--- config.mk ---
export PLATFORM = sky130hd
export DESIGN_NAME = digit_scan_ctrl
export DESIGN_NICKNAME = d
export VERILOG_FILES = /design/src/rtl/digit_scan_pkg.sv /design/src/rtl/digit_scan_ctrl_scan_timer.sv /design/src/rtl/digit_scan_ctrl.sv
export SDC_FILE = /design/constraint.sdc
export NUM_CORES = 1
export LEC_CHECK = 0
export CAP_MARGIN = 30
export CORE_MARGIN = 3
export CORE_UTILIZATION = 56
export CTS_CLUSTER_DIAMETER = 150
export DETAILED_ROUTE_END_ITERATION = 6
export MAX_ROUTING_LAYER = met4
export PLACE_DENSITY_LB_ADDON = 0.05
export SYNTH_ARGS = -nofsm -noshare
export SYNTH_HDL_FRONTEND = slang
export SYNTH_HIERARCHICAL = 1
export SYNTH_SLANG_ARGS = --single-unit
--- constraint.sdc ---
create_clock -name clk -period 3.2 [get_ports clk]
set_clock_uncertainty 0.1 [all_clocks]
set_input_delay 0.64 -clock clk [delete_from_list [all_inputs] [get_ports clk]]
set_output_delay 0.64 -clock clk [all_outputs]
set_load 0.1 [all_outputs]
--- src/rtl/digit_scan_pkg.sv ---
// rtl/digit_scan_pkg.sv - shared constants and state type for the digit scan controller
package digit_scan_pkg;

   localparam logic [3:0] BCD_BLANK  = 4'hF;
   localparam int         MAX_DIGITS = 8;
   localparam int         IDX_W      = $clog2(MAX_DIGITS);

   typedef enum logic [1:0] {
      IDLE,
      BLANK,
      SHOW
   } scan_state_e;

endpackage

--- src/rtl/digit_scan_ctrl_scan_timer.sv ---
// rtl/digit_scan_ctrl_scan_timer.sv - loadable down-counter timing the BLANK and SHOW dwells
module scan_timer #(
   parameter int W = 8
) (
   input  logic         clk,
   input  logic         rst,
   input  logic         i_clear,
   input  logic         i_load,
   input  logic [W-1:0] i_load_val,
   output logic         o_done
);

   logic [W-1:0] r_count;

   // Counts down to zero and parks there; a load of N-1 yields an N-cycle dwell.
   always_ff @(posedge clk) begin
      if (rst || i_clear) begin
         r_count <= '0;
      end else if (i_load) begin
         r_count <= i_load_val;
      end else if (r_count != '0) begin
         r_count <= r_count - W'(1);
      end
   end

   assign o_done = (r_count == '0);

endmodule

--- src/rtl/digit_scan_ctrl.sv ---
// rtl/digit_scan_ctrl.sv - multiplexed BCD display scanner; DIGIT_SCAN_LZB_EN adds leading-zero blanking
module digit_scan_ctrl
   import digit_scan_pkg::*;
#(
   parameter int NUM_DIGITS   = 6,
   parameter int SHOW_CYCLES  = 1000,
   parameter int BLANK_CYCLES = 50
) (
   input  logic                  clk,
   input  logic                  rst,
   input  logic                  en,
   input  logic                  wr_valid,
   output logic                  wr_ready,
   input  logic [IDX_W-1:0]      wr_addr,
   input  logic [3:0]            wr_data,
   output logic [3:0]            bcd_out,
   output logic [NUM_DIGITS-1:0] digit_sel,
   output logic [IDX_W-1:0]      scan_idx,
   output logic                  frame_tick
);

   localparam int TMAX = (SHOW_CYCLES > BLANK_CYCLES) ? SHOW_CYCLES : BLANK_CYCLES;
   localparam int TW   = $clog2(TMAX + 1);
   localparam logic [TW-1:0] SHOW_LD  = TW'(SHOW_CYCLES - 1);
   localparam logic [TW-1:0] BLANK_LD = TW'(BLANK_CYCLES - 1);

   scan_state_e                 r_state;
   logic [NUM_DIGITS-1:0][3:0]  r_digits;
   logic [NUM_DIGITS-1:0][3:0]  w_digits_nxt;
   logic [IDX_W-1:0]            r_scan_idx;
   logic [3:0]                  r_bcd;
   logic [NUM_DIGITS-1:0]       r_sel;
   logic                        r_frame_tick;
   logic                        r_wr_ready;
   logic                        w_wr_fire;
   logic                        w_done;
   logic                        w_tmr_clear;
   logic                        w_tmr_load;
   logic [TW-1:0]               w_tmr_val;
   logic                        w_last;
   logic [3:0]                  w_show_bcd;
`ifdef DIGIT_SCAN_LZB_EN
   logic [NUM_DIGITS-1:0]       w_lzb_mask;
   logic                        w_zero_run;
`endif

   assign w_wr_fire = wr_valid && r_wr_ready;
   assign w_last    = (r_scan_idx == IDX_W'(NUM_DIGITS - 1));

   // Post-write view of the register file, so a write landing on SHOW entry is displayed at once.
   always_comb begin
      w_digits_nxt = r_digits;
      for (int i = 0; i < NUM_DIGITS; i++) begin
         if (w_wr_fire && (wr_addr == IDX_W'(i))) begin
            w_digits_nxt[i] = wr_data;
         end
      end
   end

   always_ff @(posedge clk) begin
      if (rst) begin
         r_digits <= {NUM_DIGITS{BCD_BLANK}};
      end else begin
         r_digits <= w_digits_nxt;
      end
   end

`ifdef DIGIT_SCAN_LZB_EN
   always_comb begin
      w_zero_run = 1'b1;
      w_lzb_mask = '0;
      for (int i = NUM_DIGITS - 1; i >= 0; i--) begin
         w_zero_run    = w_zero_run && (w_digits_nxt[i] == 4'h0);
         w_lzb_mask[i] = (i != 0) && w_zero_run;
      end
   end
`endif

   always_comb begin
      w_show_bcd = BCD_BLANK;
      for (int i = 0; i < NUM_DIGITS; i++) begin
         if (r_scan_idx == IDX_W'(i)) begin
`ifdef DIGIT_SCAN_LZB_EN
            w_show_bcd = w_lzb_mask[i] ? BCD_BLANK : w_digits_nxt[i];
`else
            w_show_bcd = w_digits_nxt[i];
`endif
         end
      end
   end

   always_comb begin
      w_tmr_clear = 1'b0;
      w_tmr_load  = 1'b0;
      w_tmr_val   = BLANK_LD;
      case (r_state)
         IDLE:    if (en) w_tmr_load = 1'b1; else w_tmr_clear = 1'b1;
         BLANK: begin
            if (!en) begin
               w_tmr_clear = 1'b1;
            end else if (w_done) begin
               w_tmr_load = 1'b1;
               w_tmr_val  = SHOW_LD;
            end
         end
         SHOW: begin
            if (!en) w_tmr_clear = 1'b1;
            else if (w_done) w_tmr_load = 1'b1;
         end
         default: w_tmr_clear = 1'b1;
      endcase
   end

   scan_timer #(.W(TW)) u_timer (
      .clk        (clk),
      .rst        (rst),
      .i_clear    (w_tmr_clear),
      .i_load     (w_tmr_load),
      .i_load_val (w_tmr_val),
      .o_done     (w_done)
   );

   always_ff @(posedge clk) begin
      if (rst) begin
         r_state      <= IDLE;
         r_scan_idx   <= '0;
         r_bcd        <= BCD_BLANK;
         r_sel        <= '0;
         r_frame_tick <= 1'b0;
         r_wr_ready   <= 1'b1;
      end else begin
         r_frame_tick <= 1'b0;
         case (r_state)
            IDLE: begin
               if (en) begin
                  r_state    <= BLANK;
                  r_scan_idx <= '0;
               end
            end
            BLANK: begin
               if (!en) begin
                  r_state    <= IDLE;
                  r_scan_idx <= '0;
               end else if (w_done) begin
                  r_state    <= SHOW;
                  r_bcd      <= w_show_bcd;
                  r_sel      <= NUM_DIGITS'(1) << r_scan_idx;
                  r_wr_ready <= 1'b0;
               end
            end
            SHOW: begin
               if (!en) begin
                  r_state    <= IDLE;
                  r_scan_idx <= '0;
                  r_bcd      <= BCD_BLANK;
                  r_sel      <= '0;
                  r_wr_ready <= 1'b1;
               end else if (w_done) begin
                  r_state      <= BLANK;
                  r_scan_idx   <= w_last ? '0 : r_scan_idx + IDX_W'(1);
                  r_frame_tick <= w_last;
                  r_bcd        <= BCD_BLANK;
                  r_sel        <= '0;
                  r_wr_ready   <= 1'b1;
               end
            end
            default: begin
               r_state    <= IDLE;
               r_scan_idx <= '0;
               r_bcd      <= BCD_BLANK;
               r_sel      <= '0;
               r_wr_ready <= 1'b1;
            end
         endcase
      end
   end

   assign wr_ready   = r_wr_ready;
   assign bcd_out    = r_bcd;
   assign digit_sel  = r_sel;
   assign scan_idx   = r_scan_idx;
   assign frame_tick = r_frame_tick;

endmodule
Word level (Yosys, flattened, before mapping)
Index checks and enable logic that the tools add are counted.
{"block": "word_totals", "word_cells": 108, "regBits": 51, "output_inout_bits": 15, "input_bits": 11}
{"block": "classes", "eq_ne": 18, "shift": 1, "bitwise_logic": 4, "addsub": 2, "n_mux": 50, "n_reduce_logical": 20}
{"cell": "4-bit 2-to-1 mux", "count": 16}
{"cell": "10-bit 2-to-1 mux", "count": 5}
{"cell": "6-bit 2-to-1 mux", "count": 4}
{"cell": "6-bit one-hot mux with 3 select lines", "count": 1}
{"cell": "3-bit 2-to-1 mux", "count": 5}
{"cell": "3-bit by 2-bit == test with 1-bit output, second input constant", "count": 4}
{"cell": "3-bit == test, second input constant", "count": 4}
{"cell": "4-bit one-hot mux with 3 select lines", "count": 1}
{"cell": "10-bit logical NOT", "count": 1}
{"cell": "2-bit 2-to-1 mux", "count": 5}
{"cell": "10-bit nonzero test", "count": 1}
{"cell": "10-bit by 1-bit subtractor with 10-bit output, second input constant", "count": 1}
{"cell": "1-bit 2-to-1 mux", "count": 9}
{"cell": "3-bit one-hot mux with 3 select lines", "count": 1}
{"cell": "1-bit logical AND", "count": 7}
{"cell": "3-bit by 1-bit == test with 1-bit output, second input constant", "count": 2}
{"cell": "3-bit logical NOT", "count": 2}
{"cell": "2-bit inequality test, second input constant", "count": 3}
{"cell": "3-bit by 2-bit inequality test with 1-bit output, second input constant", "count": 2}
{"cell": "2-bit one-hot mux with 3 select lines", "count": 1}
{"cell": "3-bit AND reduction", "count": 2}
{"cell": "1-bit by 3-bit << shifter with 6-bit output, first input constant", "count": 1}
{"cell": "1-bit inverter", "count": 4}
{"cell": "4-bit AND reduction", "count": 1}
{"cell": "other kinds (12)", "count": 12}

Longest topological paths before layout
{"block": "depth", "word_depth": 12, "depth_mapped": 10, "ltp_nobuf": 9}

Cells and area by module
The synthesis kept the hierarchy.
{"mod": "digit_scan_ctrl", "cells_per_inst": 225, "instances": 1, "area_per_inst_um2": 2021.9}
{"mod": "scan_timer", "cells_per_inst": 69, "instances": 1, "area_per_inst_um2": 591.8}

Worst setup path after synthesis
No wires, ideal clock.
{"block": "synth_timing", "kind": "reg2reg", "startpoint": "reg r_wr_ready, in the netlist wr_ready", "endpoint": "reg r_bcd[3], in the netlist bcd_out[3]", "synth_period_minus_slack_ns": 2.613, "required_ns": 2.957, "n_path_buf": 0, "path_stages_with_launch": 6, "t_arrival_ns": 2.371, "slack_ns": 0.587, "cell_sequence": "dfxtp_1 nand2_1 nor2_1 mux2_2 a221oi_1 o311ai_1"}
{"block": "synth_between", "elab_chain_len": 12, "word_cells_on_any_way": 22}
{"item": "start, declared", "line_no": "digit_scan_ctrl.sv:34", "source": "logic r_wr_ready;"}
{"item": "start signal, assigned", "line_no": "digit_scan_ctrl.sv:130", "source": "r_wr_ready <= 1'b1;"}
{"item": "start signal, assigned", "line_no": "digit_scan_ctrl.sv:148", "source": "r_wr_ready <= 1'b0;"}
{"item": "start signal, assigned", "line_no": "digit_scan_ctrl.sv:157", "source": "r_wr_ready <= 1'b1;"}
{"item": "1-bit logical AND (*)", "line_no": "digit_scan_ctrl.sv:47", "source": "assign w_wr_fire = wr_valid && r_wr_ready;"}
{"item": "1-bit logical AND", "line_no": "digit_scan_ctrl.sv:54", "source": "if (w_wr_fire && (wr_addr == IDX_W'(i))) begin"}
{"item": "4-bit 2-to-1 mux", "line_no": "digit_scan_ctrl.sv:54"}
{"item": "4-bit 2-to-1 mux (5 in a row)", "line_no": "digit_scan_ctrl.sv:82", "source": "if (r_scan_idx == IDX_W'(i)) begin"}
{"item": "4-bit 2-to-1 mux (*)", "line_no": "digit_scan_ctrl.sv:82"}
{"item": "4-bit 2-to-1 mux (*)", "line_no": "digit_scan_ctrl.sv:144", "source": "end else if (w_done) begin"}
{"item": "4-bit 2-to-1 mux (*)", "line_no": "digit_scan_ctrl.sv:141", "source": "if (!en) begin"}
{"item": "4-bit one-hot mux with 3 select lines (*)", "line_no": "digit_scan_ctrl.sv:133", "source": "case (r_state)"}
{"item": "end signal, assigned", "line_no": "digit_scan_ctrl.sv:146", "source": "r_bcd <= w_show_bcd;"}
{"item": "end, declared", "line_no": "digit_scan_ctrl.sv:31", "source": "logic [3:0] r_bcd;"}
Mark *: on every way between the ends. The rest lies on a longest branch, timed or not. The select of a mux whose other input is x is not followed.
A chain may end at the register's enable or synchronous reset.

Final worst setup path
{"block": "layout_timing", "startpoint": "reg u_timer.r_count[0]", "endpoint": "reg r_bcd[3], in the netlist bcd_out[3]"}
{"block": "layout_between", "elab_chain_len": 3, "word_cells_on_any_way": 4}
{"item": "start, declared", "line_no": "digit_scan_ctrl_scan_timer.sv:13", "source": "logic [W-1:0] r_count;"}
{"item": "start signal, assigned", "line_no": "digit_scan_ctrl_scan_timer.sv:20", "source": "r_count <= i_load_val;"}
{"item": "start signal, assigned", "line_no": "digit_scan_ctrl_scan_timer.sv:22", "source": "r_count <= r_count - W'(1);"}
{"item": "10-bit logical NOT (*)", "line_no": "digit_scan_ctrl_scan_timer.sv:26", "source": "assign o_done = (r_count == '0);"}
{"item": "via w_done", "line_no": "digit_scan_ctrl.sv:36", "source": "logic w_done;"}
{"item": "3-bit by 2-bit inequality test with 1-bit output (no source line) or 2-bit by 1-bit inequality test with 1-bit output (tied branches)"}
{"item": "4-bit AND reduction (no source line) (*)"}
Mark *: on every way through the listed nets, which the timed path passes. The rest lies on a longest branch.

==> flow_metrics.tcl <==
set metrics [dict create \
    firstDrtPassIters 4 \
    drc 0 \
    synth_area_um2 2610 \
    vias 2252 \
    cp_data_required_time_ps 3270 \
    wl_um 5870 \
    arrival_ps 2800 \
    syn_inst 294 \
    yosys_warnings 6 \
    status "finished clean" \
    clock_latency_ps 310 \
    cap_violations 0 \
    fin_nets 339 \
    viasPerCell 6.01 \
    grtUsageTotal 0.235 \
    path_max_fanout 9 \
    worst-setup-path-type "reg -> reg" \
    wl_per_cell_um 15.7 \
    cts-buffers-inserted 5 \
    clk_pin_slew_ps 90 \
    crit_top_cell "nand2_1" \
    post_synth_xor_area_fraction 0.0101 \
    synthAdderAreaFrac 0.0287 \
    min_path_type "reg -> reg" \
    synth_ff_type "dfxtp_1" \
    place_congestion 0.843 \
    io_pins 26 \
    total_power_uw 2670 \
    path_cells "inv_1 > ha_1 > nor4b_4 > nor3b_4 > nand2_1 > a21oi_1 > nand2_1 > o22ai_1 > o311ai_1" \
    start_kind "register" \
    die_w_um 74.3 \
    postCtsHoldBufs 0 \
    slowest_delay_ps 540 \
    fin_crit_sh 0.854 \
    synthMuxAreaShare 0.0517 \
    antenna_left 0 \
    grt_pass1_wl_um 9810 \
    tns_ps 0 \
    cts_tree "done" \
    power_per_cell_area_nw_per_um2 891 \
    diodes 0 \
    layout-drive-gt1-share 0.167 \
    setup_viol 0 \
    core_area_um2 4440 \
    ys_seq_area_frac 0.391 \
    cts.sinks 51 \
    fmax_mhz 366 \
    cts_max_level 2 \
    post_cts_buffers 0 \
    slew_violations 0 \
    antenna_found_initial 0 \
    worst_setup_path_end_kind "register" \
    cts_buffer_depth 2 \
    grt_max_degree 27 \
    die_area_um2 5520 \
    worstMarginPinSlew_ps 725 \
    finalHoldViolations 0 \
    core.rowCount 24 \
    ys_ff_latch 51 \
    syn_avg_cell_area_um2 8.89 \
    grt-ovfl-total 0 \
    async_flop_share 0 \
    peakVddDrop_v 0.000517 \
    drtIter0Drc 92 \
    dp_hpwl_um 4280 \
    start_util 0.588 \
    synth_compound_area_frac 0.201 \
    synth_top_family_by_area "simple AND/OR/NAND/NOR gates" \
    syn_to_final_growth_pct 14.8 \
    slew_headroom 0.514 \
    die_h_um 74.3 \
    synth_edf_count 0 \
    fillers 391 \
    grt_pass1_vias 2052 \
    rsz0062_at_grt "no" \
    leakage_uw 0.00118 \
    cts_resized 0 \
    port-buffer-count 25 \
    min_period_ps 2730 \
    yosys.area_share.simple 0.263 \
    cp_slowest_cell "a21oi_1" \
    cts-root-buf "clkbuf_8" \
    yosysUniqueCellTypes 62 \
]
-- metrics by stage --
| step | setup slack, ps | util | instance area [um2] | hold WS, ps | cells |
|---|---|---|---|---|---|
| floorplan | 587 | - | 2620 | 337 | 295 |
| global placement | 440 | 0.645 | 2870 | 347 | 367 |
| detailed placement | 375 | 0.645 | 2870 | 355 | 367 |
| CTS | 489 | 0.675 | 3000 | 376 | 375 |
| global route | 198 | 0.675 | 3000 | 398 | 375 |
| finish | 467 | 0.675 | 3000 | 372 | 375 |
-- metal layers --
| metal | wire length [um] | track usage | part of all wire | vias to the layer above |
|---|---|---|---|---|
| met5 | 0 | - | 0 | - |
| met4 | 46 | 0.0494 | 0.0078 | 0 |
| met3 | 365 | 0.0635 | 0.062 | 5 |
| met2 | 2460 | 0.331 | 0.42 | 56 |
| met1 | 3000 | 0.337 | 0.51 | 1052 |
| li1 | - | - | - | 1139 |
-- sequential cells by signal, indices dropped and copies added, names as in the netlist --
signal and cells:
bcd_out 4, digit_sel 6, r_state 2, wr_ready 1, u_timer/r_count 10, scan_idx 3, frame_tick 1, r_digits 24
-- critical path: cells and delay by family (launching register included) --
family / cells / cell delay, ps
AOI/OAI and AO/OA: 3 / 810
adders and majority gates: 1 / 200
buffers and inverters: 1 / 60
and+or+nand+nor: 4 / 1070
DFF: 1 / 350
-- power by group --
part / switching [uW] / total (uW) / internal (uW)
Sequential: 102 / 838 / 736
Clock: 213 / 526 / 313
Combinational: 792 / 1310 / 519
-- cells in the mapped netlist (4+ instances only) --
| cell type | n | share of area |
|---|---|---|
| a21oi_1 | 15 | 0.029 |
| buf_6 | 4 | 0.017 |
| mux2i_1 | 9 | 0.034 |
| clkbuf_1 | 6 | 0.0086 |
| nand2b_1 | 7 | 0.017 |
| nor3_1 | 5 | 0.0096 |
| ha_1 | 6 | 0.029 |
| o21ai_0 | 20 | 0.038 |
| nand3_1 | 34 | 0.065 |
| inv_1 | 14 | 0.020 |
| nor2_1 | 15 | 0.022 |
| mux2_2 | 4 | 0.017 |
| dfxtp_1 | 51 | 0.39 |
| a31oi_1 | 6 | 0.014 |
| o221a_2 | 5 | 0.022 |
| nand2_1 | 21 | 0.030 |
-- cells by family after synthesis --
group,after synthesis
fa+ha+maj,6
flops,51
mux,13
compound gates,76
simple gates,116
buf+inv,27
other cells,2
xor+xnor,3
-- cells in the final DEF, fill, tap and decap left out, drive strengths merged, types with 5 or more instances in the layout --
cell | synthesis | layout
nand3 | 34 | 34
o221a | 5 | 5
a31oi | 6 | 6
o21ai | 22 | 22
nor3 | 6 | 6
nor2 | 16 | 16
clkdlybuf4s50 | 0 | 10
dfxtp | 51 | 51
ha | 6 | 6
nand2b | 7 | 7
buf | 6 | 22
clkbuf | 6 | 6
mux2i | 9 | 9
inv | 14 | 14
a21oi | 15 | 15
nand2 | 21 | 21
-- path summary, 6_finish.rpt --
check                                    end               start  slack [ps]  depth (start not counted)
worst min register to register  r_digits[11]        r_digits[11]         370                          2
worst max-delay path              bcd_out[3]  u_timer/r_count[0]         470                          9
worst max register to register    bcd_out[3]  u_timer/r_count[0]         470                          9
worst min-delay path            r_digits[11]        r_digits[11]         370                          2
-- layout make-up --
type	count	area, um2	share of cell area
flip-flops and latches	51	1020	0.340
repair buffers	32	265	0.0884
well taps	52	65.1	0.0217
clock buffers	6	72.6	0.0242
clock inverters	2	60.1	0.0200
multi-input cells	217	1460	0.487
inverters	15	56.3	0.0188
Note: power is estimated with default switching activity, not from simulation.
